`src/rtl/agc_multi_ctrl_pkg.sv`:
```
// -----------------------------------------------------------------------------
// agc_ctrl_pkg
// Shared types and helpers for the multi-channel AGC measurement sequencer.
//   state_t    : sequencer states
//   DEF_*      : default accumulator widths
//   chan_lsb() : LSB position of a channel inside a packed per-channel bus
// -----------------------------------------------------------------------------
package agc_ctrl_pkg;

    localparam int DEF_SQ_BITS  = 25;
    localparam int DEF_CNT_BITS = 21;

    typedef enum logic [2:0] {
        S_IDLE,
        S_TICK,
        S_INTEGRATE,
        S_DRAIN,
        S_CAPTURE
    } state_t;

    // Channel c of a bus packed as {.., ch1, ch0} starts at c*width.
    function automatic int chan_lsb(input int chan, input int width);
        return chan * width;
    endfunction

endpackage

```
`src/rtl/agc_multi_ctrl_if.sv`:
```
// -----------------------------------------------------------------------------
// agc_multi_ctrl_if
// Software-facing control/status/readout bundle of the AGC sequencer.
//   start_i/stop_i/cont_i/period_i/done_ack_i : run control (master -> slave)
//   rd_chan_i                                 : readout channel select
//   rd_sq_o/rd_gt_o/rd_lt_o                   : registered readout data
//   busy_o/done_o/overrun_o/capture_count_o   : status
// -----------------------------------------------------------------------------
interface agc_multi_ctrl_if #(
    parameter int NCHAN       = 8,
    parameter int SQ_BITS     = 25,
    parameter int CNT_BITS    = 21,
    parameter int PERIOD_BITS = 24
);
    localparam int RD_W = $clog2(NCHAN) + 1;

    logic                   start_i;
    logic                   stop_i;
    logic                   cont_i;
    logic [PERIOD_BITS-1:0] period_i;
    logic                   done_ack_i;
    logic [RD_W-1:0]        rd_chan_i;
    logic [SQ_BITS-1:0]     rd_sq_o;
    logic [CNT_BITS-1:0]    rd_gt_o;
    logic [CNT_BITS-1:0]    rd_lt_o;
    logic                   busy_o;
    logic                   done_o;
    logic                   overrun_o;
    logic [15:0]            capture_count_o;

    modport master (
        output start_i, stop_i, cont_i, period_i, done_ack_i, rd_chan_i,
        input  rd_sq_o, rd_gt_o, rd_lt_o, busy_o, done_o, overrun_o, capture_count_o
    );

    modport slave (
        input  start_i, stop_i, cont_i, period_i, done_ack_i, rd_chan_i,
        output rd_sq_o, rd_gt_o, rd_lt_o, busy_o, done_o, overrun_o, capture_count_o
    );

endinterface

```
`src/rtl/agc_multi_ctrl_timer.sv`:
```
// -----------------------------------------------------------------------------
// agc_period_timer
// Loadable down-counter timing the integration and drain phases.
//   i_aclk, i_rst_n : clock, async active-low reset
//   i_load          : load i_load_val (has priority over i_ce)
//   i_ce            : count down by one (holds at zero)
//   o_tc            : terminal count, high while the count equals 1
// -----------------------------------------------------------------------------
module agc_period_timer #(
    parameter int PERIOD_BITS = 24
) (
    input  logic                   i_aclk,
    input  logic                   i_rst_n,
    input  logic                   i_load,
    input  logic [PERIOD_BITS-1:0] i_load_val,
    input  logic                   i_ce,
    output logic                   o_tc
);
    logic [PERIOD_BITS-1:0] r_count;

    always_ff @(posedge i_aclk or negedge i_rst_n) begin
        if (!i_rst_n) begin
            r_count <= '0;
        end else if (i_load) begin
            r_count <= i_load_val;
        end else if (i_ce && (r_count != '0)) begin
            r_count <= r_count - PERIOD_BITS'(1);
        end
    end

    // The last cycle of a phase is the one in which the count reads 1.
    assign o_tc = (r_count == PERIOD_BITS'(1));

endmodule

```
`src/rtl/agc_multi_ctrl.sv`:
```
// -----------------------------------------------------------------------------
// agc_multi_ctrl
// Multi-channel AGC measurement sequencer. Drives the shared tick/ce of the
// agc_core instances, times integration periods (single-shot or continuous),
// captures all channel accumulators at the end of each period and reports
// done/overrun/capture count.
//   aclk, aresetn          : clock, async active-low reset
//   ctrl (slave)           : run control, status and readout bundle
//   agc_tick_o, agc_ce_o   : accumulator reset pulse / accumulate enable
//   sq/gt/lt_accum_i       : packed per-channel accumulators from the cores
// -----------------------------------------------------------------------------
module agc_multi_ctrl
    import agc_ctrl_pkg::*;
#(
    parameter int NCHAN         = 8,
    parameter int SQ_BITS       = DEF_SQ_BITS,
    parameter int CNT_BITS      = DEF_CNT_BITS,
    parameter int PERIOD_BITS   = 24,
    parameter int CAPTURE_DELAY = 6
) (
    input  logic                      aclk,
    input  logic                      aresetn,
    agc_multi_ctrl_if.slave           ctrl,
    output logic                      agc_tick_o,
    output logic                      agc_ce_o,
    input  logic [NCHAN*SQ_BITS-1:0]  sq_accum_i,
    input  logic [NCHAN*CNT_BITS-1:0] gt_accum_i,
    input  logic [NCHAN*CNT_BITS-1:0] lt_accum_i
);
    localparam int RD_W = $clog2(NCHAN) + 1;
    localparam logic [PERIOD_BITS-1:0] DELAY_VAL = PERIOD_BITS'(CAPTURE_DELAY);

    logic [1:0]             r_rst_sync;
    logic                   w_rst_n;
    state_t                 r_state;
    state_t                 w_next;
    logic                   r_cont;
    logic                   r_stop_pend;
    logic                   r_done;
    logic                   r_overrun;
    logic [15:0]            r_cap_count;
    logic                   w_start;
    logic                   w_tc;
    logic                   w_load;
    logic [PERIOD_BITS-1:0] w_load_val;
    logic [PERIOD_BITS-1:0] w_period_eff;

    logic [SQ_BITS-1:0]     r_sq [NCHAN];
    logic [CNT_BITS-1:0]    r_gt [NCHAN];
    logic [CNT_BITS-1:0]    r_lt [NCHAN];
    logic [SQ_BITS-1:0]     w_sq_sel;
    logic [CNT_BITS-1:0]    w_gt_sel;
    logic [CNT_BITS-1:0]    w_lt_sel;
    logic [SQ_BITS-1:0]     r_rd_sq;
    logic [CNT_BITS-1:0]    r_rd_gt;
    logic [CNT_BITS-1:0]    r_rd_lt;

    // Reset asserts immediately, releases two edges after aresetn rises.
    always_ff @(posedge aclk or negedge aresetn) begin
        if (!aresetn) r_rst_sync <= 2'b00;
        else          r_rst_sync <= {r_rst_sync[0], 1'b1};
    end
    assign w_rst_n = r_rst_sync[1];

    assign w_start      = ctrl.start_i && !ctrl.stop_i;
    assign w_period_eff = (ctrl.period_i == '0) ? PERIOD_BITS'(1) : ctrl.period_i;

    agc_period_timer #(.PERIOD_BITS(PERIOD_BITS)) u_timer (
        .i_aclk     (aclk),
        .i_rst_n    (w_rst_n),
        .i_load     (w_load),
        .i_load_val (w_load_val),
        .i_ce       ((r_state == S_INTEGRATE) || (r_state == S_DRAIN)),
        .o_tc       (w_tc)
    );

    always_comb begin
        w_next     = r_state;
        w_load     = 1'b0;
        w_load_val = w_period_eff;
        case (r_state)
            S_IDLE: if (w_start) w_next = S_TICK;
            S_TICK: begin
                w_next = S_INTEGRATE;
                w_load = 1'b1;
            end
            S_INTEGRATE: if (w_tc) begin
                if (CAPTURE_DELAY == 0) begin
                    w_next = S_CAPTURE;
                end else begin
                    w_next     = S_DRAIN;
                    w_load     = 1'b1;
                    w_load_val = DELAY_VAL;
                end
            end
            S_DRAIN: if (w_tc) w_next = S_CAPTURE;
            // A stop arriving in the capture cycle itself still ends the run.
            S_CAPTURE: w_next = (r_cont && !(r_stop_pend || ctrl.stop_i)) ? S_TICK : S_IDLE;
            default: w_next = S_IDLE;
        endcase
    end

    always_ff @(posedge aclk or negedge w_rst_n) begin
        if (!w_rst_n) begin
            r_state     <= S_IDLE;
            r_cont      <= 1'b0;
            r_stop_pend <= 1'b0;
            r_done      <= 1'b0;
            r_overrun   <= 1'b0;
            r_cap_count <= '0;
        end else begin
            r_state <= w_next;
            if (r_state == S_IDLE) begin
                r_stop_pend <= 1'b0;
                if (w_start) begin
                    r_cont    <= ctrl.cont_i;
                    r_overrun <= 1'b0;
                end
            end else if (ctrl.stop_i && r_cont) begin
                r_stop_pend <= 1'b1;
            end
            // Capture beats a coincident acknowledge.
            if (r_state == S_CAPTURE) begin
                r_done      <= 1'b1;
                r_cap_count <= r_cap_count + 16'd1;
                if (r_done && !ctrl.done_ack_i) r_overrun <= 1'b1;
            end else if (ctrl.done_ack_i) begin
                r_done <= 1'b0;
            end
        end
    end

    always_ff @(posedge aclk or negedge w_rst_n) begin
        if (!w_rst_n) begin
            for (int c = 0; c < NCHAN; c++) begin
                r_sq[c] <= '0;
                r_gt[c] <= '0;
                r_lt[c] <= '0;
            end
        end else if (r_state == S_CAPTURE) begin
            for (int c = 0; c < NCHAN; c++) begin
                r_sq[c] <= sq_accum_i[chan_lsb(c, SQ_BITS)  +: SQ_BITS];
                r_gt[c] <= gt_accum_i[chan_lsb(c, CNT_BITS) +: CNT_BITS];
                r_lt[c] <= lt_accum_i[chan_lsb(c, CNT_BITS) +: CNT_BITS];
            end
        end
    end

    // Out-of-range channel selects match nothing and read as zero.
    always_comb begin
        w_sq_sel = '0;
        w_gt_sel = '0;
        w_lt_sel = '0;
        for (int c = 0; c < NCHAN; c++) begin
            if (ctrl.rd_chan_i == RD_W'(c)) begin
                w_sq_sel = r_sq[c];
                w_gt_sel = r_gt[c];
                w_lt_sel = r_lt[c];
            end
        end
    end

    always_ff @(posedge aclk or negedge w_rst_n) begin
        if (!w_rst_n) begin
            r_rd_sq <= '0;
            r_rd_gt <= '0;
            r_rd_lt <= '0;
        end else begin
            r_rd_sq <= w_sq_sel;
            r_rd_gt <= w_gt_sel;
            r_rd_lt <= w_lt_sel;
        end
    end

    assign agc_tick_o           = (r_state == S_TICK);
    assign agc_ce_o             = (r_state == S_INTEGRATE);
    assign ctrl.busy_o          = (r_state != S_IDLE);
    assign ctrl.done_o          = r_done;
    assign ctrl.overrun_o       = r_overrun;
    assign ctrl.capture_count_o = r_cap_count;
    assign ctrl.rd_sq_o         = r_rd_sq;
    assign ctrl.rd_gt_o         = r_rd_gt;
    assign ctrl.rd_lt_o         = r_rd_lt;

endmodule

```
`src/flat_wrapper.sv`:
```
// flat-port wrapper written by rule: the top's interface ports become plain ports
module agc_multi_ctrl_flat import agc_ctrl_pkg::*;
#(
    parameter int NCHAN         = 8,
    parameter int SQ_BITS       = DEF_SQ_BITS,
    parameter int CNT_BITS      = DEF_CNT_BITS,
    parameter int PERIOD_BITS   = 24,
    parameter int CAPTURE_DELAY = 6
)
  (aclk, aresetn, agc_tick_o, agc_ce_o, sq_accum_i, gt_accum_i, lt_accum_i, ctrl_start_i, ctrl_stop_i, ctrl_cont_i, ctrl_period_i, ctrl_done_ack_i, ctrl_rd_chan_i, ctrl_rd_sq_o, ctrl_rd_gt_o, ctrl_rd_lt_o, ctrl_busy_o, ctrl_done_o, ctrl_overrun_o, ctrl_capture_count_o);
  agc_multi_ctrl_if #(.NCHAN(NCHAN), .SQ_BITS(SQ_BITS), .CNT_BITS(CNT_BITS), .PERIOD_BITS(PERIOD_BITS)) ctrl_i ();
  input  logic aclk;
  input  logic aresetn;
  output logic agc_tick_o;
  output logic agc_ce_o;
  input  logic [NCHAN*SQ_BITS-1:0] sq_accum_i;
  input  logic [NCHAN*CNT_BITS-1:0] gt_accum_i;
  input  logic [NCHAN*CNT_BITS-1:0] lt_accum_i;
  input wire logic [$bits(ctrl_i.start_i)-1:0] ctrl_start_i;
  input wire logic [$bits(ctrl_i.stop_i)-1:0] ctrl_stop_i;
  input wire logic [$bits(ctrl_i.cont_i)-1:0] ctrl_cont_i;
  input wire logic [$bits(ctrl_i.period_i)-1:0] ctrl_period_i;
  input wire logic [$bits(ctrl_i.done_ack_i)-1:0] ctrl_done_ack_i;
  input wire logic [$bits(ctrl_i.rd_chan_i)-1:0] ctrl_rd_chan_i;
  output wire logic [$bits(ctrl_i.rd_sq_o)-1:0] ctrl_rd_sq_o;
  output wire logic [$bits(ctrl_i.rd_gt_o)-1:0] ctrl_rd_gt_o;
  output wire logic [$bits(ctrl_i.rd_lt_o)-1:0] ctrl_rd_lt_o;
  output wire logic [$bits(ctrl_i.busy_o)-1:0] ctrl_busy_o;
  output wire logic [$bits(ctrl_i.done_o)-1:0] ctrl_done_o;
  output wire logic [$bits(ctrl_i.overrun_o)-1:0] ctrl_overrun_o;
  output wire logic [$bits(ctrl_i.capture_count_o)-1:0] ctrl_capture_count_o;
  assign ctrl_i.start_i = ctrl_start_i;
  assign ctrl_i.stop_i = ctrl_stop_i;
  assign ctrl_i.cont_i = ctrl_cont_i;
  assign ctrl_i.period_i = ctrl_period_i;
  assign ctrl_i.done_ack_i = ctrl_done_ack_i;
  assign ctrl_i.rd_chan_i = ctrl_rd_chan_i;
  assign ctrl_rd_sq_o = ctrl_i.rd_sq_o;
  assign ctrl_rd_gt_o = ctrl_i.rd_gt_o;
  assign ctrl_rd_lt_o = ctrl_i.rd_lt_o;
  assign ctrl_busy_o = ctrl_i.busy_o;
  assign ctrl_done_o = ctrl_i.done_o;
  assign ctrl_overrun_o = ctrl_i.overrun_o;
  assign ctrl_capture_count_o = ctrl_i.capture_count_o;
  agc_multi_ctrl #(.NCHAN(NCHAN), .SQ_BITS(SQ_BITS), .CNT_BITS(CNT_BITS), .PERIOD_BITS(PERIOD_BITS), .CAPTURE_DELAY(CAPTURE_DELAY)) u_core (.aclk(aclk), .aresetn(aresetn), .ctrl(ctrl_i), .agc_tick_o(agc_tick_o), .agc_ce_o(agc_ce_o), .sq_accum_i(sq_accum_i), .gt_accum_i(gt_accum_i), .lt_accum_i(lt_accum_i));
endmodule
```
`config.mk`:
```
export PLATFORM = sky130hd
export DESIGN_NAME = agc_multi_ctrl_flat
export DESIGN_NICKNAME = d
export VERILOG_FILES = /design/src/rtl/agc_multi_ctrl_pkg.sv /design/src/rtl/agc_multi_ctrl_if.sv /design/src/rtl/agc_multi_ctrl_timer.sv /design/src/rtl/agc_multi_ctrl.sv /design/src/flat_wrapper.sv
export SDC_FILE = /design/constraint.sdc
export NUM_CORES = 1
export LEC_CHECK = 0
export CAP_MARGIN = 40
export CORE_AREA = 2 2 257 259
export CTS_CLUSTER_SIZE = 25
export DETAILED_ROUTE_END_ITERATION = 12
export DIE_AREA = 0 0 259 261
export PLACE_DENSITY = 0.7
export SLEW_MARGIN = 20
export SYNTH_ARGS = -nofsm -noshare
export SYNTH_HDL_FRONTEND = slang
export SYNTH_SLANG_ARGS = --single-unit
export TNS_END_PERCENT = 100
```
`constraint.sdc`:
```
create_clock -name aclk -period 41.7 [get_ports aclk]
set_input_delay 4.17 -clock aclk [delete_from_list [all_inputs] [get_ports aclk]]
set_output_delay 4.17 -clock aclk [all_outputs]
set_load 0.05 [all_outputs]
```
==> metrics.csv, run 1 <==
stage;metric;value;unit
run_status;status;completed;
synthesis;ys_ff_latch;652;
clocking;cts_made_buffers;72;
clocking;hold_buffers;0;
global_routing;grt_pass1_wl;134500;µm
synthesis;ys_seq_area_share;59.89;%
synthesis;async_flop_share;100.0;%
sta;timing.fmax;0.1376;GHz
clocking;cts_sinks;652;
worst_setup_path;crit_fanout;26;
global_routing;grt_max_degree;206;
drt;drc;0;
clocking;post_cts_resized;0;
floorplanning;fp.dieW;259;µm
layout;area_growth;36.96;%
clocking;clkTransAtPathRegs;60;ps
sta;setup_violations;0;
synthesis;synth-edff-count;0;
sta;tns;0;ps
drt;num_vias;20070;
worst_setup_path;r2r_start;u_core.r_state[1];
sta;post-route-period-util;17.42;%
floorplanning;fp.dieH;261;µm
synthesis;synth_ff_type;dfrtp_1;
layout;fillers;5193;
synthesis;syn_nets;2578;
worst_setup_path;cp_data_required_time;37530;ps
worst_setup_path;worstSetupStartpoint;u_core.r_state[1];
place;io_buffers;657;
sta;rsz0062_at_grt;false;
clocking;post-cts-setup-buffers;0;
drt;routed_wl;91580;µm
worst_hold_path;hold_path_class;reg -> async;
power;power_density;37.35;nW/µm²
drt;viasPerCell;5.595;
floorplanning;initial_core_util;41.89;%
worst_setup_path;endpoint_kind;output port;
global_routing;grt_overflow;0;
run;maxCapViolations;0;
floorplanning;pin_count;658;
clocking;htree_num_levels;3;
drt;ant_nets;0;
layout;drive_gt1_share;27.25;%
sta;worst_pin_slew;1146;ps
layout;seq_area;16320;µm²
clocking;cts_tree;built;
sta;whs;321.6;ps
floorplanning;fp.coreArea;65040;µm²
place;gp_congestion;0.8937;
layout;multi_input_area;10380;µm²
synthesis;synth_warnings;0;
drt;wire_per_inst;25.53;µm
synthesis;synth_cell_types;61;
synthesis;synth_area;27240;µm²
clocking;clock_path_buffers;3;
place;dp_hpwl;64410;µm
worst_setup_path;cp-start-kind;flop;
global_routing;grt_usage;26.68;%
drt;drtIter0Drc;2240;
floorplanning;fp.dieArea;67600;µm²
worst_setup_path;critical_path_class;reg -> out;
sta;slew_headroom;23.59;%
synthesis;netlist_instances;2005;
synthesis;avgSynthCellArea;13.59;µm²
sta;worst_slack;34430;ps
clocking;cts_root_buffer;clkbuf_16;
sta;finClkSkew;19.14;ps
sta;finalMaxSlewViolations;0;
drt;dr.pass1.iters;8;
layout;nets;3209;
sta;finalHoldViolCount;0;
power;leakage;17.36;nW
global_routing;antenna_found_initial;57;
floorplanning;num_rows;94;
clocking;clock_latency;610;ps
sta;timing.final.crit_period;7266;ps
global_routing;grt_pass1_vias;21200;
worst_setup_path;worstPathArrival;3100;ps
place;pre_cts_slack;34780;ps
power;ir_worst_vdd;0.02881;mV
==> cell type report <==
type                       count  area share [%]
timing repair buffer         698           18.95
tap                          864           2.897
multi-input combinational   1198           27.82
clock inverter                24          0.5231
clock buffer                 100           5.681
antenna                       37          0.2481
sequential                   652           43.74
inverter                      14          0.1408
==> layout by cell type, fill, tap and decap left out, types with 11 or more instances in the layout <==
cell type,count
clkinv_2,17
nor2_1,58
a222oi_1,104
a21oi_1,28
clkbuf_16,74
inv_1,13
clkdlybuf4s50_1,653
diode_2,37
mux2_2,536
clkbuf_8,17
o21ai_0,78
mux4_2,11
nand2_1,145
nor3_1,13
nand3_1,43
dfrtp_1,651
nor4_1,16
a41oi_1,22
buf_4,28
xnor2_1,16
==> kinds of logic (layout without fill, tap and decap cells) <==
logic type	count (synthesis)	in the layout	synth area share (%)
mux	551	551	23.21
buf+inv	155	836	2.177
xor+xnor	24	24	0.7716
other cells	1	38	0.01377
flops	652	652	59.89
simple gates	332	332	5.709
compound gates	287	287	8.088
fa+ha+maj	3	3	0.1378
==> worst paths after layout <==
| check | endpoint | slack, ps | depth (start not counted) |
|---|---|---|---|
| worst max-delay path | agc_tick_o | 34430 | 3 |
| worst min-delay path | u_core.r_gt[11] | 320 | 0 |
| worst max register to register | u_core.r_sq[98] | 37650 | 5 |
| worst min register to register | u_core.r_gt[11] | 320 | 0 |
| max in group asynchronous | u_core.r_rst_sync[1] | 37820 | 1 |
| min in group aclk | u_core.r_rst_sync[1] | 360 | 0 |
==> worst max-delay path, cell delays in order (launching register included) <==
cell,delay (ps)
dfrtp_1,550
or2_2,360
clkinv_1,670
clkdlybuf4s50_1,910
==> power breakdown <==
part           switching, mW  internal, mW
clock network          0.258         0.367
registers             0.0105         0.641
logic                 0.0524        0.0655
total                  0.321          1.07
==> cell usage after synthesis, drive strengths merged (3+ instances only) <==
| master | n | area share (%) |
|---|---|---|
| dfrtp | 652 | 60 |
| mux2 | 536 | 22 |
| nand2 | 146 | 2.0 |
| clkbuf | 129 | 1.8 |
| a222oi | 104 | 3.8 |
| o21ai | 78 | 1.4 |
| nor2 | 58 | 0.80 |
| nand3 | 43 | 0.79 |
| a21oi | 28 | 0.51 |
| a41oi | 22 | 0.71 |
| nor4 | 17 | 0.41 |
| nor3 | 16 | 0.34 |
| xnor2 | 16 | 0.51 |
| inv | 13 | 0.18 |
| buf | 12 | 0.21 |
| a211oi | 11 | 0.32 |
| mux4 | 11 | 0.91 |
| nand2b | 10 | 0.23 |
| xor2 | 8 | 0.26 |
| nand4 | 6 | 0.14 |
| o211ai | 6 | 0.17 |
| o22ai | 6 | 0.14 |
| or4 | 6 | 0.18 |
| a211o | 5 | 0.16 |
| a21o | 5 | 0.14 |
| a22o | 5 | 0.16 |
| nor2b | 5 | 0.11 |
| nor3b | 5 | 0.14 |
| mux2i | 4 | 0.15 |
| or3 | 4 | 0.13 |
| and2 | 3 | 0.069 |
| and3 | 3 | 0.069 |
| ha | 3 | 0.14 |
| or2 | 3 | 0.069 |
==> state kept, by name, summed over array words and instances (netlist names) <==
name and count:
u_core.ctrl.rd_sq_o 25, u_core.ctrl.rd_lt_o 21, u_core.r_gt 168, u_core.r_state 3, u_core.r_sq 200, u_core.ctrl.done_o 1
u_core.r_lt 168, u_core.u_timer.r_count 24, u_core.r_stop_pend 1, u_core.r_rst_sync 2, u_core.ctrl.capture_count_o 16, u_core.ctrl.overrun_o 1
u_core.ctrl.rd_gt_o 21, u_core.r_cont 1
==> per-stage QoR <==
stage / instance area (µm²) / std cells / utilization [%] / power (mW)
after floorplan: 27240 / 2005 / - / 0.7014
after global placement: 34620 / 3413 / 53.24 / 0.7761
after detailed placement: 34790 / 3421 / 53.50 / 0.7793
after CTS: 37110 / 3545 / 57.06 / 1.409
after global routing: 37300 / 3584 / 57.36 / 1.443
final: 37310 / 3587 / 57.37 / 1.394
==> per-layer routing <==
layer  wire (µm)  vias up  global-route usage [%]
met1       34820    10190                   32.14
met4        3469       46                   12.72
met5         284        -                       0
met2       45410      853                   44.21
met3        7607      231                   7.743
li1            -     8750                       -
Note: power is estimated with default switching activity, not from simulation.
==> run 2: changes to the inputs <==
clock period = 7.51 ns   (was 41.7 ns; I/O delays follow)
==> run 2 against run 1 <==
Compared with the run above:
- non-clock buffer count fell by 7
- final area rose by 0.28%
- setup slack got worse by 31000 ps
==> metrics.csv, run 2 (synthesis results as in run 1) <==
stage;metric;value;unit
run_status;status;completed;
global_routing;grt_overflow;0;
drt;num_vias;19980;
worst_setup_path;path_buf_inv;2;
drt;drc;0;
clocking;clock_path_buffers;3;
power;clkPwrFrac;46.7;%
clocking;post_cts_resized;0;
clocking;clock_latency;610;ps
worst_hold_path;hold_path_class;reg -> async;
clocking;cts_tree;built;
sta;setup_violations;0;
drt;viasPerCell;5.571;
clocking;hold_buffers;0;
power;internal_power;6.182;mW
place;dpl_cell_area;34770;µm²
power;p_seq_share;45.2;%
worst_setup_path;cp-start-kind;flop;
worst_setup_path;crit_chain;or2_2, clkinv_1, clkdlybuf4s50_1;
sta;worst_pin_slew;991.1;ps
worst_setup_path;path_delay_family;buffers and inverters;
power;ir_worst_vdd;0.1868;mV
clocking;cts_made_buffers;72;
worst_setup_path;cp_slowest_cell;clkdlybuf4s50_1;
layout;largest_register_ffs;200;
sta;rsz0062_at_grt;false;
worst_setup_path;cp_data_required_time;6760;ps
floorplanning;fp.dieH;261;µm
sta;timing.fmax;0.2633;GHz
global_routing;grt_pass1_vias;21270;
power;power_density;213.7;nW/µm²
global_routing;antenna_found_initial;57;
global_routing;grt_pass1_wl;133100;µm
floorplanning;fp.dieW;259;µm
floorplanning;pin_count;658;
worst_setup_path;endpoint_kind;output port;
floorplanning;num_rows;94;
drt;wire_per_inst;25.27;µm
global_routing;grt_max_degree;164;
sta;timing.final.crit_period;3797;ps
power;power;7.997;mW
layout;area_growth;37.35;%
run;maxCapViolations;0;
place;dp_hpwl;64360;µm
global_routing;grt_usage;26.43;%
power;switching_share;22.70;%
sta;finalMaxSlewViolations;0;
layout;reg_top3;u_core.r_sq: 200 flops, u_core.r_gt: 168 flops, u_core.r_lt: 168 flops;
power;leakage;17.40;nW
clocking;clkTransAtPathRegs;60;ps
layout;layout.cells.most_common;clkdlybuf4s50_1;
floorplanning;fp.coreArea;65040;µm²
worst_setup_path;cp_slowest_stage_delay;900;ps
drt;dr.pass1.iters;9;
sta;tns;0;ps
place;io_buffers;657;
power;combPwrFrac;8.1;%
drt;routed_wl;90650;µm
worst_setup_path;crit_fanout;26;
clocking;post-cts-setup-buffers;0;
place;gp_congestion;0.8903;
clocking;cts_root_buffer;clkbuf_16;
layout;top_register;u_core.r_sq;
layout;finalInstanceArea;37420;µm²
sta;slew_headroom;33.92;%
clocking;cts_sinks;652;
drt;ant_nets;0;
sta;post-route-period-util;50.56;%
worst_setup_path;worstPathArrival;3050;ps
drt;drtIter0Drc;1797;
layout;nets;3202;
clocking;htree_num_levels;3;
power;p_sw;1.815;mW
layout;fillers;5243;
layout;drive_gt1_share;27.15;%
sta;finalHoldViolCount;0;
worst_setup_path;critical_path_class;reg -> out;
floorplanning;fp.dieArea;67600;µm²
sta;finClkSkew;29.38;ps
layout;final_cell_mix;clkdlybuf4s50_1 (653), dfrtp_1 (651), mux2_2 (536), nand2_1 (145), a222oi_1 (104);
worst_setup_path;r2r_slack;4580;ps
floorplanning;initial_core_util;41.89;%
-- run 2: changes by cell type in the layout (fill, tap and decap cells not counted), sizes merged --
cell and delta:
clkbuf -1, diode +1, clkinvlp -1, inv +2, buf -7, clkinv -1, bufinv +7
-- run 2: cell type report --
class	instances	area (µm²)	area share [%]
inverter	14	52.55	0.1404
antenna	38	95.09	0.2541
clock inverter	31	436.7	1.167
clock buffer	99	2086	5.574
timing repair buffer	691	6967	18.62
tap	864	1081	2.889
multi-input combinational	1198	10380	27.74
sequential	652	16320	43.61
-- run 2: final timing paths --
check | from | to | cells after the start
max in group asynchronous | u_core.r_rst_sync[1] | u_core.r_lt[51] | 3
min reg2reg | u_core.r_rst_sync[1] | u_core.ctrl.rd_gt_o[9] | 0
min in group aclk | u_core.r_rst_sync[0] | u_core.r_rst_sync[1] | 0
max reg2reg | u_core.u_timer.r_count[15] | u_core.u_timer.r_count[4] | 7
max | u_core.r_state[1] | agc_tick_o | 3
min | u_core.r_rst_sync[1] | u_core.ctrl.rd_gt_o[9] | 0
-- run 2: per-layer routing --
| layer | track usage (%) | up-vias | wire length [µm] |
|---|---|---|---|
| met4 | 11.54 | 40 | 3283 |
| li1 | - | 8733 | - |
| met5 | 0 | - | 261 |
| met2 | 43.89 | 798 | 44840 |
| met1 | 32.07 | 10200 | 34620 |
| met3 | 7.811 | 209 | 7637 |
-- run 2: stage by stage --
step | utilization [%] | std cells | hold WS, ps | setup WS [ps]
6_report | 57.53 | 3587 | 267.3 | 3713
5_1_grt | 57.49 | 3577 | 278.3 | 3494
4_1_cts | 57.34 | 3547 | 262.5 | 3682
3_5_place_dp | 53.46 | 3417 | 345.7 | 3627
3_3_place_gp | 53.25 | 3411 | 334.6 | 3703
2_1_floorplan | - | 2005 | 331.2 | 1200
-- run 2: worst reg2reg max path, cell delays in order, from the launching register on --
cell and delay, ps:
dfrtp_1 420, or4_1 610, nor4_1 580, a21oi_1 230, buf_4 240, nand2_1 280, o21ai_0 150, a221o_1 300
-- run 2: power groups by stage --
| stage | sequential (mW) | clock [mW] | combinational (mW) |
|---|---|---|---|
| after global placement | 3.68 | 0 | 0.631 |
| final | 3.62 | 3.74 | 0.644 |
| after floorplan | 3.74 | 0 | 0.149 |
| after detailed placement | 3.68 | 0 | 0.642 |
| after global routing | 3.62 | 3.96 | 0.690 |
| after CTS | 3.62 | 3.81 | 0.646 |
==> run 3: changes to the inputs <==
clock period = 3.65 ns   (was 7.51 ns; I/O delays follow)
==> run 3 against run 2 <==
Compared with the run above:
- clock-buffer cell count increased by 3
- total power increased by 100%
- via count increased by 0.88%
- combinational power increased by 110%
- setup slack got worse by 3300 ps
==> metrics.csv, run 3 (synthesis results as in run 1) <==
stage;metric;value;unit
global_routing;grt_pass1_vias;21430;
clocking;cts_root_buffer;clkbuf_16;
worst_setup_path;r2r_slack;810;ps
place;gp_congestion;0.9126;
worst_setup_path;crit_chain;nand2b_1, or2_2, clkinv_1, clkdlybuf4s50_1;
place;dpl_cell_area;35000;µm²
clocking;clkTransAtPathRegs;60;ps
sta;timing.fmax;0.3109;GHz
place;dp_hpwl;65440;µm
layout;layout.cells.most_common;clkdlybuf4s50_1;
layout;top_register;u_core.r_sq;
layout;fin_cells;3606;
layout;largest_register_ffs;200;
worst_hold_path;min_from;ctrl_rd_chan_i[2];
sta;post-route-period-util;88.13;%
clocking;htree_num_levels;3;
layout;reg_top3;u_core.r_sq: 200 flops, u_core.r_gt: 168 flops, u_core.r_lt: 168 flops;
run_status;status;completed;
sta;finalHoldViolCount;0;
worst_setup_path;reg2reg_depth;6;
worst_hold_path;holdPathStages;3;
worst_setup_path;worstPathArrival;2850;ps
clocking;hold_buffers;1;
worst_hold_path;hold_path_end;u_core.ctrl.rd_sq_o[20];
power;switching_share;22.95;%
place;io_buffers;657;
drt;wire_per_inst;25.49;µm
worst_setup_path;cp-start-kind;flop;
global_routing;use_met2;43.81;%
place;placedCellCount;3436;
floorplanning;pin_count;658;
run;maxCapViolations;0;
global_routing;grt_max_degree;177;
clocking;clock_latency;620;ps
sta;worst_pin_slew;1068;ps
global_routing;grt_busiest_layer;met2;
clocking;clock_path_buffers;3;
global_routing;grt_pass1_wl;134600;µm
drt;drtIter0Drc;1966;
clocking;post-cts-setup-buffers;0;
sta;rsz0062_at_grt;false;
clocking;cts_made_buffers;73;
power;power_density;435.6;nW/µm²
floorplanning;fp.dieW;259;µm
layout;nets;3221;
layout;final_cell_mix;clkdlybuf4s50_1 (653), dfrtp_1 (651), mux2_2 (536), nand2_1 (145), a222oi_1 (104);
global_routing;grtUsageMet3;6.698;%
floorplanning;num_rows;94;
floorplanning;fp.dieArea;67600;µm²
worst_setup_path;timing.rr.end;u_core.u_timer.r_count[1];
drt;viasPerCell;5.591;
clocking;post_cts_resized;0;
worst_hold_path;hold_path_class;in -> reg;
worst_setup_path;r2r_start;u_core.u_timer.r_count[4];
sta;finClkSkew;22.70;ps
sta;slew_headroom;28.81;%
global_routing;grt_usage;26.74;%
power;clkPwrFrac;46.2;%
global_routing;grt_overflow;0;
power;leakage;17.46;nW
floorplanning;initial_core_util;41.89;%
clocking;cts_tree;built;
worst_setup_path;cp_slowest_cell;clkdlybuf4s50_1;
worst_setup_path;crit_fanout;14;
drt;dr.pass1.iters;6;
sta;worst_slack;433.3;ps
layout;multi_input_area;10380;µm²
worst_setup_path;cp_data_required_time;3280;ps
sta;whs;234.6;ps
worst_setup_path;critical_path_class;reg -> out;
worst_setup_path;endpoint_kind;output port;
power;combPwrFrac;8.3;%
floorplanning;fp.coreArea;65040;µm²
worst_setup_path;cp_slowest_stage_delay;870;ps
layout;finalInstanceArea;37580;µm²
sta;tns;0;ps
drt;drc;0;
place;pre_cts_slack;748.3;ps
drt;ant_nets;0;
drt;routed_wl;91930;µm
clocking;cts_sinks;652;
global_routing;use_met1;33.03;%
power;p_seq_share;45.4;%
sta;finalMaxSlewViolations;0;
drt;num_vias;20160;
layout;seq_area;16320;µm²
layout;drive_gt1_share;27.44;%
sta;setup_violations;0;
sta;timing.final.crit_period;3217;ps
power;internal_power;12.61;mW
power;ir_worst_vdd;0.4220;mV
layout;area_growth;37.96;%
global_routing;antenna_found_initial;52;
layout;fillers;5232;
power;p_sw;3.757;mW
floorplanning;fp.dieH;261;µm
-- run 3: changes by cell type in the layout (fill, tap and decap cells not counted), sizes merged --
cell,before,now
diode,38,42
bufinv,9,7
dlygate4sd3,0,1
clkbuf,99,102
buf,38,55
inv,17,15
clkinv,19,14
clkinvlp,0,3
-- run 3: stage by stage --
stage          power, mW  util, %
6_report           16.37    57.79
5_1_grt            16.93    57.76
4_1_cts            16.54    57.62
3_5_place_dp       8.934    53.81
3_3_place_gp       8.910    53.78
2_1_floorplan      8.006        -
-- run 3: worst max-delay path by stage --
| stage | start | endpoint | slack, ps |
|---|---|---|---|
| 2_1_floorplan | u_core.r_rst_sync[1] | u_core.ctrl.capture_count_o[0] | -2660 |
| 3_3_place_gp | ctrl_rd_chan_i[3] | u_core.ctrl.rd_sq_o[1] | 860 |
| 3_5_place_dp | ctrl_rd_chan_i[3] | u_core.ctrl.rd_gt_o[2] | 750 |
| 4_1_cts | u_core.r_state[0] | agc_tick_o | 430 |
| 5_1_grt | u_core.r_state[1] | agc_tick_o | 340 |
| 6_report | u_core.r_state[0] | agc_tick_o | 430 |
-- run 3: worst max-delay path, delay by kind of cell (launching register included) --
family                 cells  cell delay [ps]
and+or+nand+nor            2              540
buffers and inverters      2             1190
DFF                        1              510
-- run 3: layout make-up --
| class | instances | area share [%] |
|---|---|---|
| Sequential cell | 652 | 43.42 |
| Multi-Input combinational cell | 1198 | 27.62 |
| Timing Repair Buffer | 709 | 19.09 |
| Clock buffer | 102 | 5.606 |
| Tap cell | 864 | 2.876 |
| Clock inverter | 25 | 0.9688 |
| Antenna cell | 42 | 0.2796 |
| Inverter | 14 | 0.1398 |
-- run 3: per-layer routing --
metal  up-vias  share of wire [%]
li1       8768                  -
met1     10270                 39
met2       897                 49
met3       201                8.4
met4        28                4.1
met5         -               0.20
-- run 3: power groups by stage --
stage               Combinational, mW  Clock (mW)  Sequential, mW
finish                           1.37        7.57            7.44
global route                     1.46        8.01            7.45
CTS                              1.38        7.72            7.44
detailed placement               1.37           0            7.56
global placement                 1.35           0            7.56
floorplan                       0.306           0            7.70
